--- config.mk ---
export PLATFORM = sky130hd
export DESIGN_NAME = cpu_multicycle_flat
export DESIGN_NICKNAME = d
export VERILOG_FILES = /design/src/rtl/cpu_multicycle_if.sv /design/src/rtl/cpu_multicycle.sv /design/src/flat_wrapper.sv
export SDC_FILE = /design/constraint.sdc
export NUM_CORES = 1
export LEC_CHECK = 0
export BUFFER_PORTS_ARGS = -buffer_cell sky130_fd_sc_hd__buf_4
export CAP_MARGIN = 40
export CORE_MARGIN = 2
export CORE_UTILIZATION = 57
export CTS_CLUSTER_DIAMETER = 80
export DETAILED_ROUTE_END_ITERATION = 10
export GPL_ROUTABILITY_DRIVEN = 0
export PLACE_DENSITY = 0.78
export SETUP_SLACK_MARGIN = 0.15
export SLEW_MARGIN = 0
export SYNTH_ARGS = -nofsm -noshare
export SYNTH_HDL_FRONTEND = slang
export SYNTH_SLANG_ARGS = --single-unit
--- constraint.sdc ---
create_clock -name clock -period 5.17 [get_ports clock]
set_clock_uncertainty 0.1 [all_clocks]
set_input_delay 0.517 -clock clock [delete_from_list [all_inputs] [get_ports clock]]
set_output_delay 0.517 -clock clock [all_outputs]
set_load 0.02 [all_outputs]
--- src/rtl/cpu_multicycle_if.sv ---
// Instruction/data memory bus of cpu_multicycle: two independent req/ready channels.
// master = core side, slave = memory side.
interface cpu_multicycle_if #(
    parameter int DATA_W = 16,
    parameter int ADDR_W = 12
);
    logic              imem_req;
    logic [ADDR_W-1:0] imem_addr;
    logic [15:0]       imem_rdata;
    logic              imem_ready;

    logic              dmem_req;
    logic              dmem_we;
    logic [ADDR_W-1:0] dmem_addr;
    logic [DATA_W-1:0] dmem_wdata;
    logic [DATA_W-1:0] dmem_rdata;
    logic              dmem_ready;

    modport master (
        output imem_req, imem_addr,
        input  imem_rdata, imem_ready,
        output dmem_req, dmem_we, dmem_addr, dmem_wdata,
        input  dmem_rdata, dmem_ready
    );

    modport slave (
        input  imem_req, imem_addr,
        output imem_rdata, imem_ready,
        input  dmem_req, dmem_we, dmem_addr, dmem_wdata,
        output dmem_rdata, dmem_ready
    );
endinterface

--- src/rtl/cpu_multicycle.sv ---
// Multi-cycle 16-bit-instruction core, FSM FETCH/EXEC/MEM/HALT with req/ready memories.
// Optional feature: define CPU_SUB_EN to decode opcode D as SUB (otherwise NOP).
module cpu_multicycle #(
    parameter int                 DATA_W   = 16,
    parameter int                 ADDR_W   = 12,
    parameter logic [ADDR_W-1:0]  RESET_PC = '0
) (
    input  logic                  clock,
    input  logic                  reset,
    cpu_multicycle_if.master      bus,
    output logic [ADDR_W-1:0]     pc,
    output logic                  halted,
    output logic                  retire
);

    typedef enum logic [1:0] {
        S_FETCH = 2'd0,
        S_EXEC  = 2'd1,
        S_MEM   = 2'd2,
        S_HALT  = 2'd3
    } state_e;

    localparam logic [3:0] OP_ADD  = 4'h1;
    localparam logic [3:0] OP_ADDI = 4'h2;
    localparam logic [3:0] OP_AND  = 4'h3;
    localparam logic [3:0] OP_ANDI = 4'h4;
    localparam logic [3:0] OP_LD   = 4'h5;
    localparam logic [3:0] OP_ST   = 4'h6;
    localparam logic [3:0] OP_CMP  = 4'h7;
    localparam logic [3:0] OP_JMP  = 4'h8;
    localparam logic [3:0] OP_JZ   = 4'h9;
    localparam logic [3:0] OP_JNZ  = 4'hA;
    localparam logic [3:0] OP_JC   = 4'hB;
    localparam logic [3:0] OP_JNC  = 4'hC;
`ifdef CPU_SUB_EN
    localparam logic [3:0] OP_SUB  = 4'hD;
`endif
    localparam logic [3:0] OP_HALT = 4'hF;

    state_e            state_q, state_d;
    logic [ADDR_W-1:0] pc_q, pc_d;
    logic [15:0]       instr_q, instr_d;
    logic              zf_q, zf_d;
    logic              cf_q, cf_d;
    logic              retire_q;
    logic [DATA_W-1:0] regs_q [16];

    logic              commit;
    logic              rf_we;
    logic [DATA_W-1:0] rf_wdata;
    logic              imem_req_c;
    logic              dmem_req_c;

    logic [3:0]        op, rd, rs1, rs2;
    logic [DATA_W-1:0] opa, opb, opd, imm;
    logic [ADDR_W-1:0] pc_inc, pc_br;

    assign op     = instr_q[15:12];
    assign rd     = instr_q[11:8];
    assign rs1    = instr_q[7:4];
    assign rs2    = instr_q[3:0];
    assign opa    = regs_q[rs1];
    assign opb    = regs_q[rs2];
    assign opd    = regs_q[rd];
    assign imm    = DATA_W'(instr_q[3:0]);
    assign pc_inc = pc_q + ADDR_W'(1);
    // Branch offset is zero-extended and the sum wraps at 2^ADDR_W.
    assign pc_br  = pc_q + ADDR_W'(instr_q[11:0]);

    always_ff @(posedge clock) begin
        if (reset) begin
            state_q  <= S_FETCH;
            pc_q     <= RESET_PC;
            zf_q     <= 1'b0;
            cf_q     <= 1'b0;
            retire_q <= 1'b0;
            for (int i = 0; i < 16; i++) begin
                regs_q[i] <= '0;
            end
        end else begin
            state_q  <= state_d;
            pc_q     <= pc_d;
            zf_q     <= zf_d;
            cf_q     <= cf_d;
            retire_q <= commit;
            if (rf_we) begin
                regs_q[rd] <= rf_wdata;
            end
        end
    end

    always_ff @(posedge clock) begin
        instr_q <= instr_d;
    end

    always_comb begin
        state_d    = state_q;
        pc_d       = pc_q;
        instr_d    = instr_q;
        zf_d       = zf_q;
        cf_d       = cf_q;
        commit     = 1'b0;
        rf_we      = 1'b0;
        rf_wdata   = '0;
        imem_req_c = 1'b0;
        dmem_req_c = 1'b0;

        unique case (state_q)
            S_FETCH: begin
                imem_req_c = 1'b1;
                if (bus.imem_ready) begin
                    instr_d = bus.imem_rdata;
                    state_d = S_EXEC;
                end
            end

            S_EXEC: begin
                state_d = S_FETCH;
                commit  = 1'b1;
                pc_d    = pc_inc;
                case (op)
                    OP_ADD: begin
                        rf_we    = 1'b1;
                        rf_wdata = opa + opb;
                    end
                    OP_ADDI: begin
                        rf_we    = 1'b1;
                        rf_wdata = opa + imm;
                    end
                    OP_AND: begin
                        rf_we    = 1'b1;
                        rf_wdata = opa & opb;
                    end
                    OP_ANDI: begin
                        rf_we    = 1'b1;
                        rf_wdata = opa & imm;
                    end
                    OP_LD, OP_ST: begin
                        state_d = S_MEM;
                        commit  = 1'b0;
                        pc_d    = pc_q;
                    end
                    OP_CMP: begin
                        zf_d = (opa == opb);
                        cf_d = (opa < opb);
                    end
`ifdef CPU_SUB_EN
                    OP_SUB: begin
                        rf_we    = 1'b1;
                        rf_wdata = opa - opb;
                        zf_d     = (opa == opb);
                        cf_d     = (opa < opb);
                    end
`endif
                    OP_JMP: pc_d = pc_br;
                    OP_JZ:  if (zf_q)  pc_d = pc_br;
                    OP_JNZ: if (!zf_q) pc_d = pc_br;
                    OP_JC:  if (cf_q)  pc_d = pc_br;
                    OP_JNC: if (!cf_q) pc_d = pc_br;
                    OP_HALT: state_d = S_HALT;
                    default: ;
                endcase
            end

            S_MEM: begin
                dmem_req_c = 1'b1;
                if (bus.dmem_ready) begin
                    if (op == OP_LD) begin
                        rf_we    = 1'b1;
                        rf_wdata = bus.dmem_rdata;
                    end
                    commit  = 1'b1;
                    pc_d    = pc_inc;
                    state_d = S_FETCH;
                end
            end

            S_HALT: ;

            default: state_d = S_FETCH;
        endcase
    end

    // Requests are masked while reset is held so an aborted access drops immediately.
    assign bus.imem_req   = imem_req_c & ~reset;
    assign bus.imem_addr  = pc_q;
    assign bus.dmem_req   = dmem_req_c & ~reset;
    assign bus.dmem_we    = dmem_req_c & ~reset & (op == OP_ST);
    assign bus.dmem_addr  = ADDR_W'(instr_q[7:0]);
    assign bus.dmem_wdata = opd;

    assign pc     = pc_q;
    assign halted = (state_q == S_HALT);
    assign retire = retire_q;

endmodule

--- src/flat_wrapper.sv ---
// flat-port wrapper written by rule: the top's interface ports become plain ports
module cpu_multicycle_flat 
#(
    parameter int                 DATA_W   = 16,
    parameter int                 ADDR_W   = 12,
    parameter logic [ADDR_W-1:0]  RESET_PC = '0
)
  (clock, reset, pc, halted, retire, bus_imem_req, bus_imem_addr, bus_imem_rdata, bus_imem_ready, bus_dmem_req, bus_dmem_we, bus_dmem_addr, bus_dmem_wdata, bus_dmem_rdata, bus_dmem_ready);
  cpu_multicycle_if #(.DATA_W(DATA_W), .ADDR_W(ADDR_W)) bus_i ();
  input  logic clock;
  input  logic reset;
  output logic [ADDR_W-1:0] pc;
  output logic halted;
  output logic retire;
  output wire logic [$bits(bus_i.imem_req)-1:0] bus_imem_req;
  output wire logic [$bits(bus_i.imem_addr)-1:0] bus_imem_addr;
  input wire logic [$bits(bus_i.imem_rdata)-1:0] bus_imem_rdata;
  input wire logic [$bits(bus_i.imem_ready)-1:0] bus_imem_ready;
  output wire logic [$bits(bus_i.dmem_req)-1:0] bus_dmem_req;
  output wire logic [$bits(bus_i.dmem_we)-1:0] bus_dmem_we;
  output wire logic [$bits(bus_i.dmem_addr)-1:0] bus_dmem_addr;
  output wire logic [$bits(bus_i.dmem_wdata)-1:0] bus_dmem_wdata;
  input wire logic [$bits(bus_i.dmem_rdata)-1:0] bus_dmem_rdata;
  input wire logic [$bits(bus_i.dmem_ready)-1:0] bus_dmem_ready;
  assign bus_imem_req = bus_i.imem_req;
  assign bus_imem_addr = bus_i.imem_addr;
  assign bus_i.imem_rdata = bus_imem_rdata;
  assign bus_i.imem_ready = bus_imem_ready;
  assign bus_dmem_req = bus_i.dmem_req;
  assign bus_dmem_we = bus_i.dmem_we;
  assign bus_dmem_addr = bus_i.dmem_addr;
  assign bus_dmem_wdata = bus_i.dmem_wdata;
  assign bus_i.dmem_rdata = bus_dmem_rdata;
  assign bus_i.dmem_ready = bus_dmem_ready;
  cpu_multicycle #(.DATA_W(DATA_W), .ADDR_W(ADDR_W), .RESET_PC(RESET_PC)) u_core (.clock(clock), .reset(reset), .bus(bus_i), .pc(pc), .halted(halted), .retire(retire));
endmodule
==> impl_results.md, run 1 <==
* Crit Path Class: register to register
* # DRC at 0
* Cts hold-fix bufs at 0
* Die width at 188.3 µm
* Worst-margin pin slew at 849.9 ps
* Top cell types by occurrence after synthesis: nor2_1, edfxtp_1, mux4_2, ha_1, a21oi_1
* N_diodes at 0
* Synth area leader: edfxtp_1
* Fill cells at 2266
* Library cells used by synthesis at 77
* Vias at 14.37k
* Die H at 188.3 µm
* Sw frac at 29.99%
* Synthesized instance count at 1414
* Top cell type's share of synthesized area at 42.21%
* Non-filler instance count after layout at 1949
* Largest net degree at the start of global routing at 39
* Sequential fraction of the synthesis area at 45.21%
* Initial antenna violation count at 1
* Clock share of power at 34.4%
* Num CTS Buffers at 35
* Worst-path fanout max at 22
* Initial Util at 57.85%
* Worst-path clk slew at 60 ps
* Mean Syn Cell Area at 13.69 µm²
* Leakage at 7.587 nW
* Main flop type after synthesis: edfxtp_1
* CTS tree: built
* Max frequency at 202.2 MHz
* Worst path required time at 5310 ps
* P&R area growth vs syn at 11.96%
* Power Internal at 5.102 mW
* First-pass GRT wire length at 90.18 mm
* DIE AREA at 35440 µm²
* Post-Syn Area at 19350 µm²
* Period utilization at 95.67%
* Max-cap violations at 0
* Clock latency on the worst-skew pair at 550 ps
* Final setup fails at 0
* Area contributors post-synth: edfxtp_1, mux4_2, nor2_1
* Vias in the first global route at 14.09k
* Final Hold Vio Count at 0
* Max IR drop VDD at 0.2311 mV
* Share of cells above drive strength 1 at 33.78%
* Status: complete, no violations
* Synthesis Warnings at 0
* RSZ-0062 raised after global routing: false
* Detailed Place HPWL at 38.71 mm
* Routed length per instance at 31.67 µm
* Nets at 1578
* Placed Instances at 1883
* Core box area at 33450 µm²
* CP Capture Type: register
* Setup crit start kind: register
* Max clock buf depth at 3
* Worst Hold Class: primary input to register
* Worst Path Arrival at 5090 ps
* Total gr overflow at 0
* Sw power at 2.186 mW
* Htree depth at 2
* Final Max Tran Viols at 0
* DR vias/cell at 7.374
* Post-synth ARST share at 0%
* Post-route ant nets at 0
* Starting DRT DRC Count at 2523
* FF+latch count, synth at 301
* EDFF count, synth at 272
* Comb pwr share at 25.9%
* # IOs at 93
* Slew margin rel. at 43.34%
* Sequential power share at 39.8%
* PD cells at 336.4 nW/µm²
* Buffers on Ports at 88
* Count leader, synth: nor2_1
* Worst R2R Setup Slack at 220 ps
* Gr usage total at 35.09%
* Total Wirelength at 61.73 mm
* Setup Total Neg Slack at 0 ps
* Root buffer cell: clkbuf_16
* Clock sink count at 301
* DRT Pass-1 Iters at 8
* Final Critical Period at 4946 ps
* # rows at 67
-- placed cells by master, fill, tap and decap left out, types with 8 or more instances in the layout --
| master | count |
|---|---|
| inv_1 | 25 |
| nand4_1 | 14 |
| nand2_1 | 32 |
| buf_12 | 9 |
| o21ai_0 | 28 |
| nand2_2 | 10 |
| mux4_2 | 239 |
| a21o_1 | 14 |
| nor3_1 | 14 |
| clkbuf_16 | 36 |
| a22oi_1 | 9 |
| ha_1 | 63 |
| nor2b_1 | 8 |
| mux2_2 | 16 |
| a21oi_1 | 50 |
| nand3_1 | 18 |
| buf_4 | 152 |
| dfxtp_1 | 23 |
| edfxtp_1 | 272 |
| xnor2_1 | 17 |
| nand2b_1 | 23 |
| nor2_1 | 283 |
-- timing repair --
action,CTS,global route
buffers inserted,0,5
setup endpoints to repair,0,16
resized for setup,0,2
-- kinds of logic (layout without fill, tap and decap cells) --
kind of cell	count (synthesis)	in the layout	share of synthesized area (%)
AO/OA/AOI/OAI	158	158	5.561
XOR/XNOR	23	23	1.041
adder cells (fa/ha/maj)	65	65	4.280
buffers and inverters	163	247	4.287
flip-flops	301	301	45.21
multiplexers	259	259	28.95
other	1	4	0.01938
AND/OR/NAND/NOR	444	444	10.65
-- power groups by stage --
stage	sequential [mW]	combinational (mW)	clock, mW
after CTS	2.90	1.83	2.51
after floorplan	2.86	1.35	0
after detailed placement	2.95	1.81	0
after global routing	2.91	1.97	2.60
after global placement	2.94	1.76	0
final	2.90	1.88	2.51
-- metal layers --
metal | share of wire, % | global-route usage, %
met5 | 0 | 0
met4 | 7.9 | 22.23
met3 | 14 | 8.717
met2 | 46 | 54.26
met1 | 32 | 44.87
-- flip-flops by register name (all words and copies together), names as in the netlist, named ones only --
register	flops
u_core.cf_q	1
u_core.retire	1
u_core.regs_q	256
u_core.bus.imem_addr	12
u_core.zf_q	1
u_core.instr_q	16
u_core.state_q	2
-- layout make-up --
cell class              instances  area (µm²)  share of cell area, %
clock inverters                20       219.0                  1.011
clock buffers                  41       919.6                  4.245
repair buffers                161        1321                  6.098
inverters                      25       93.84                 0.4331
flip-flops and latches        301        8763                  40.45
multi-input cells             953        9788                  45.18
well taps                     448       560.5                  2.587
-- per-stage QoR --
stage / util [%] / setup WS (ps) / power (mW) / area (µm²) / hold slack (ps)
CTS: 64.65 / 252.8 / 7.240 / 21620 / 59.70
finish: 64.77 / 223.7 / 7.288 / 21670 / 62.83
global placement: 61.19 / 399.6 / 4.707 / 20470 / 386.8
detailed placement: 61.25 / 316.7 / 4.758 / 20490 / 403.8
floorplan: - / 206.5 / 4.204 / 19360 / 367.3
global route: 64.77 / 188.7 / 7.473 / 21670 / 60.84
-- worst max-delay path, cell delays in order, from the launching register on --
cell and delay [ps]:
dfxtp_2 690, buf_4 470, mux4_2 390, mux4_2 540
inv_1 100, o21ai_0 90, ha_1 380, and3_2 220
a22oi_1 70, nor3_1 540, nor2_1 140, xnor2_1 160
a222oi_1 370, buf_4 300, nor2_1 70
-- path summary, 6_finish.rpt --
kind         cells past startpoint                     start                                end
max                             14                  register  u_core.regs_q[0][9]$_SDFFCE_PN0P_
min                              1        bus_imem_rdata[12]       u_core.instr_q[12]$_DFFE_PP_
max reg2reg                     14                  register  u_core.regs_q[0][9]$_SDFFCE_PN0P_
min reg2reg                      2  u_core.zf_q$_SDFFE_PP0P_           u_core.zf_q$_SDFFE_PP0P_
(Power assumes the default switching activity.)
==> run 2: changes to the inputs <==
Settings changed: PLACE_DENSITY 0.78 to 0.76.
==> run 2 against run 1 <==
  * Utilization decreased by 0.16 points
  * Cell count fell by 0.21%
  * Cell area fell by 0.25%
  * Sequential power barely moved
  * Fmax grew 1.7%
  * Clock-buffer cell count decreased by 1
  * Register-to-register slack improved by 80 ps
  * Via count shrank 1.5%
  * Die area is the same
  * Flip-flop and latch count is the same
  * Critical path type unchanged
  * Largest power group unchanged
  * Highest routed layer unchanged
==> impl_results.md, run 2 (synthesis gave the netlist of run 1 again) <==
* Slew margin rel. at 40.21%
* Routed length per instance at 31.28 µm
* Post-route ant nets at 0
* RSZ-0062 raised after global routing: true
* Post-cts resize count at 0
* DP Area at 20460 µm²
* Detailed Place HPWL at 37.72 mm
* Leakage at 7.553 nW
* Core box area at 33450 µm²
* Vias in the first global route at 14.07k
* Die width at 188.3 µm
* Worst-margin pin slew at 896.8 ps
* First-pass GRT wire length at 88.54 mm
* Initial Util at 57.85%
* Final Hold Vio Count at 0
* # IOs at 93
* Max clock buf depth at 3
* Starting DRT DRC Count at 2012
* Post-CTS Setup Inserts at 0
* Final Max Tran Viols at 0
* Worst Hold Class: primary input to register
* Worst-path fanout max at 16
* Max frequency at 205.6 MHz
* CTS tree: built
* Worst path required time at 5320 ps
* Final Critical Period at 4864 ps
* Total Wirelength at 60.85 mm
* Htree depth at 2
* DR vias/cell at 7.279
* Die H at 188.3 µm
* Clock sink count at 301
* Max IR drop VDD at 0.2412 mV
* Crit Path Class: register to register
* CP Capture Type: register
* Worst-path clk slew at 70 ps
* DRT Pass-1 Iters at 6
* Post-route cell area at 21610 µm²
* # DRC at 0
* Max reg flops at 256
* Nets at 1571
* Most frequent cells in the layout: nor2_1, edfxtp_1, mux4_2
* Setup Total Neg Slack at 0 ps
* Most common cell after layout, fill and taps aside: nor2_1
* Cts hold-fix bufs at 0
* Share of cells above drive strength 1 at 33.56%
* P&R area growth vs syn at 11.68%
* Setup ws final at 306.4 ps
* R2r worst-path depth at 13
* Buffers on Ports at 88
* Status: complete, no violations
* Largest net degree at the start of global routing at 40
* DIE AREA at 35440 µm²
* Max-cap violations at 0
* Worst Path Arrival at 5010 ps
* Setup crit start kind: register
* Initial antenna violation count at 1
* Hold depth at 1
* Period utilization at 94.07%
* Vias at 14.16k
* Gr usage total at 34.40%
* Clock latency on the worst-skew pair at 550 ps
* Root buffer cell: clkbuf_16
* PD cells at 331.6 nW/µm²
* # rows at 67
* Num CTS Buffers at 34
* Total gr overflow at 0
* Placement Setup Slack at 301.5 ps
* Largest register by flop count: u_core.regs_q
* Final setup fails at 0
run 2: cell types whose count changed in the layout (fill, tap and decap cells not counted), moves of 2 or more:
cell / delta
buf_4: -6
buf_12: -5
buf_16: +3
bufinv_16: -2
clkinv_4: +2
clkinvlp_4: +2
inv_6: -2
run 2: final timing paths:
path | start | end | slack (ps)
max | register | u_core.regs_q[7][14]$_SDFFCE_PN0P_ | 310
min | bus_imem_rdata[12] | u_core.instr_q[12]$_DFFE_PP_ | 50
max reg2reg | register | u_core.regs_q[7][14]$_SDFFCE_PN0P_ | 310
min reg2reg | u_core.zf_q$_SDFFE_PP0P_ | u_core.zf_q$_SDFFE_PP0P_ | 420
run 2: routing by layer:
| layer | up-vias | routed length [µm] | share of wire, % | track usage [%] |
|---|---|---|---|---|
| met4 | 0 | 4202 | 6.9 | 19.81 |
| met5 | - | 0 | 0 | 0 |
| li1 | 5652 | - | - | - |
| met3 | 295 | 7998 | 13 | 8.475 |
| met1 | 6968 | 19950 | 33 | 43.22 |
| met2 | 1242 | 28690 | 47 | 55.04 |
run 2: metrics by stage:
step                util (%)  power (mW)  hold slack [ps]  std cells
floorplan                  -       4.204            367.3       1417
global placement       61.01       4.708            390.6       1879
detailed placement     61.17       4.747            408.6       1881
CTS                    64.47       7.125            47.67       1943
global route           64.61       7.383            51.50       1944
finish                 64.61       7.168            54.56       1945
run 2: layout make-up:
class	count	area (µm²)
repair buffers	155	1295
well taps	448	560.5
clock inverters	22	220.2
multi-input cells	953	9793
inverters	25	93.84
clock buffers	40	883.3
fillers	2323	11840
flip-flops and latches	301	8763
diodes	1	2.502
run 2: where the power goes:
group          total (mW)  switching (mW)  internal (mW)
sequential           2.87           0.126           2.75
combinational        1.89            1.01          0.875
clock                2.40            1.06           1.35
run 2: critical path: stages, from the launching register on:
cell	delay, ps
dfxtp_4	490
mux4_2	560
mux4_2	550
mux2_2	290
ha_1	220
fa_1	490
a21o_1	220
a21o_1	210
a311oi_2	390
nor2_1	120
a222oi_1	320
nor2b_4	270
buf_4	270
nor2_1	70
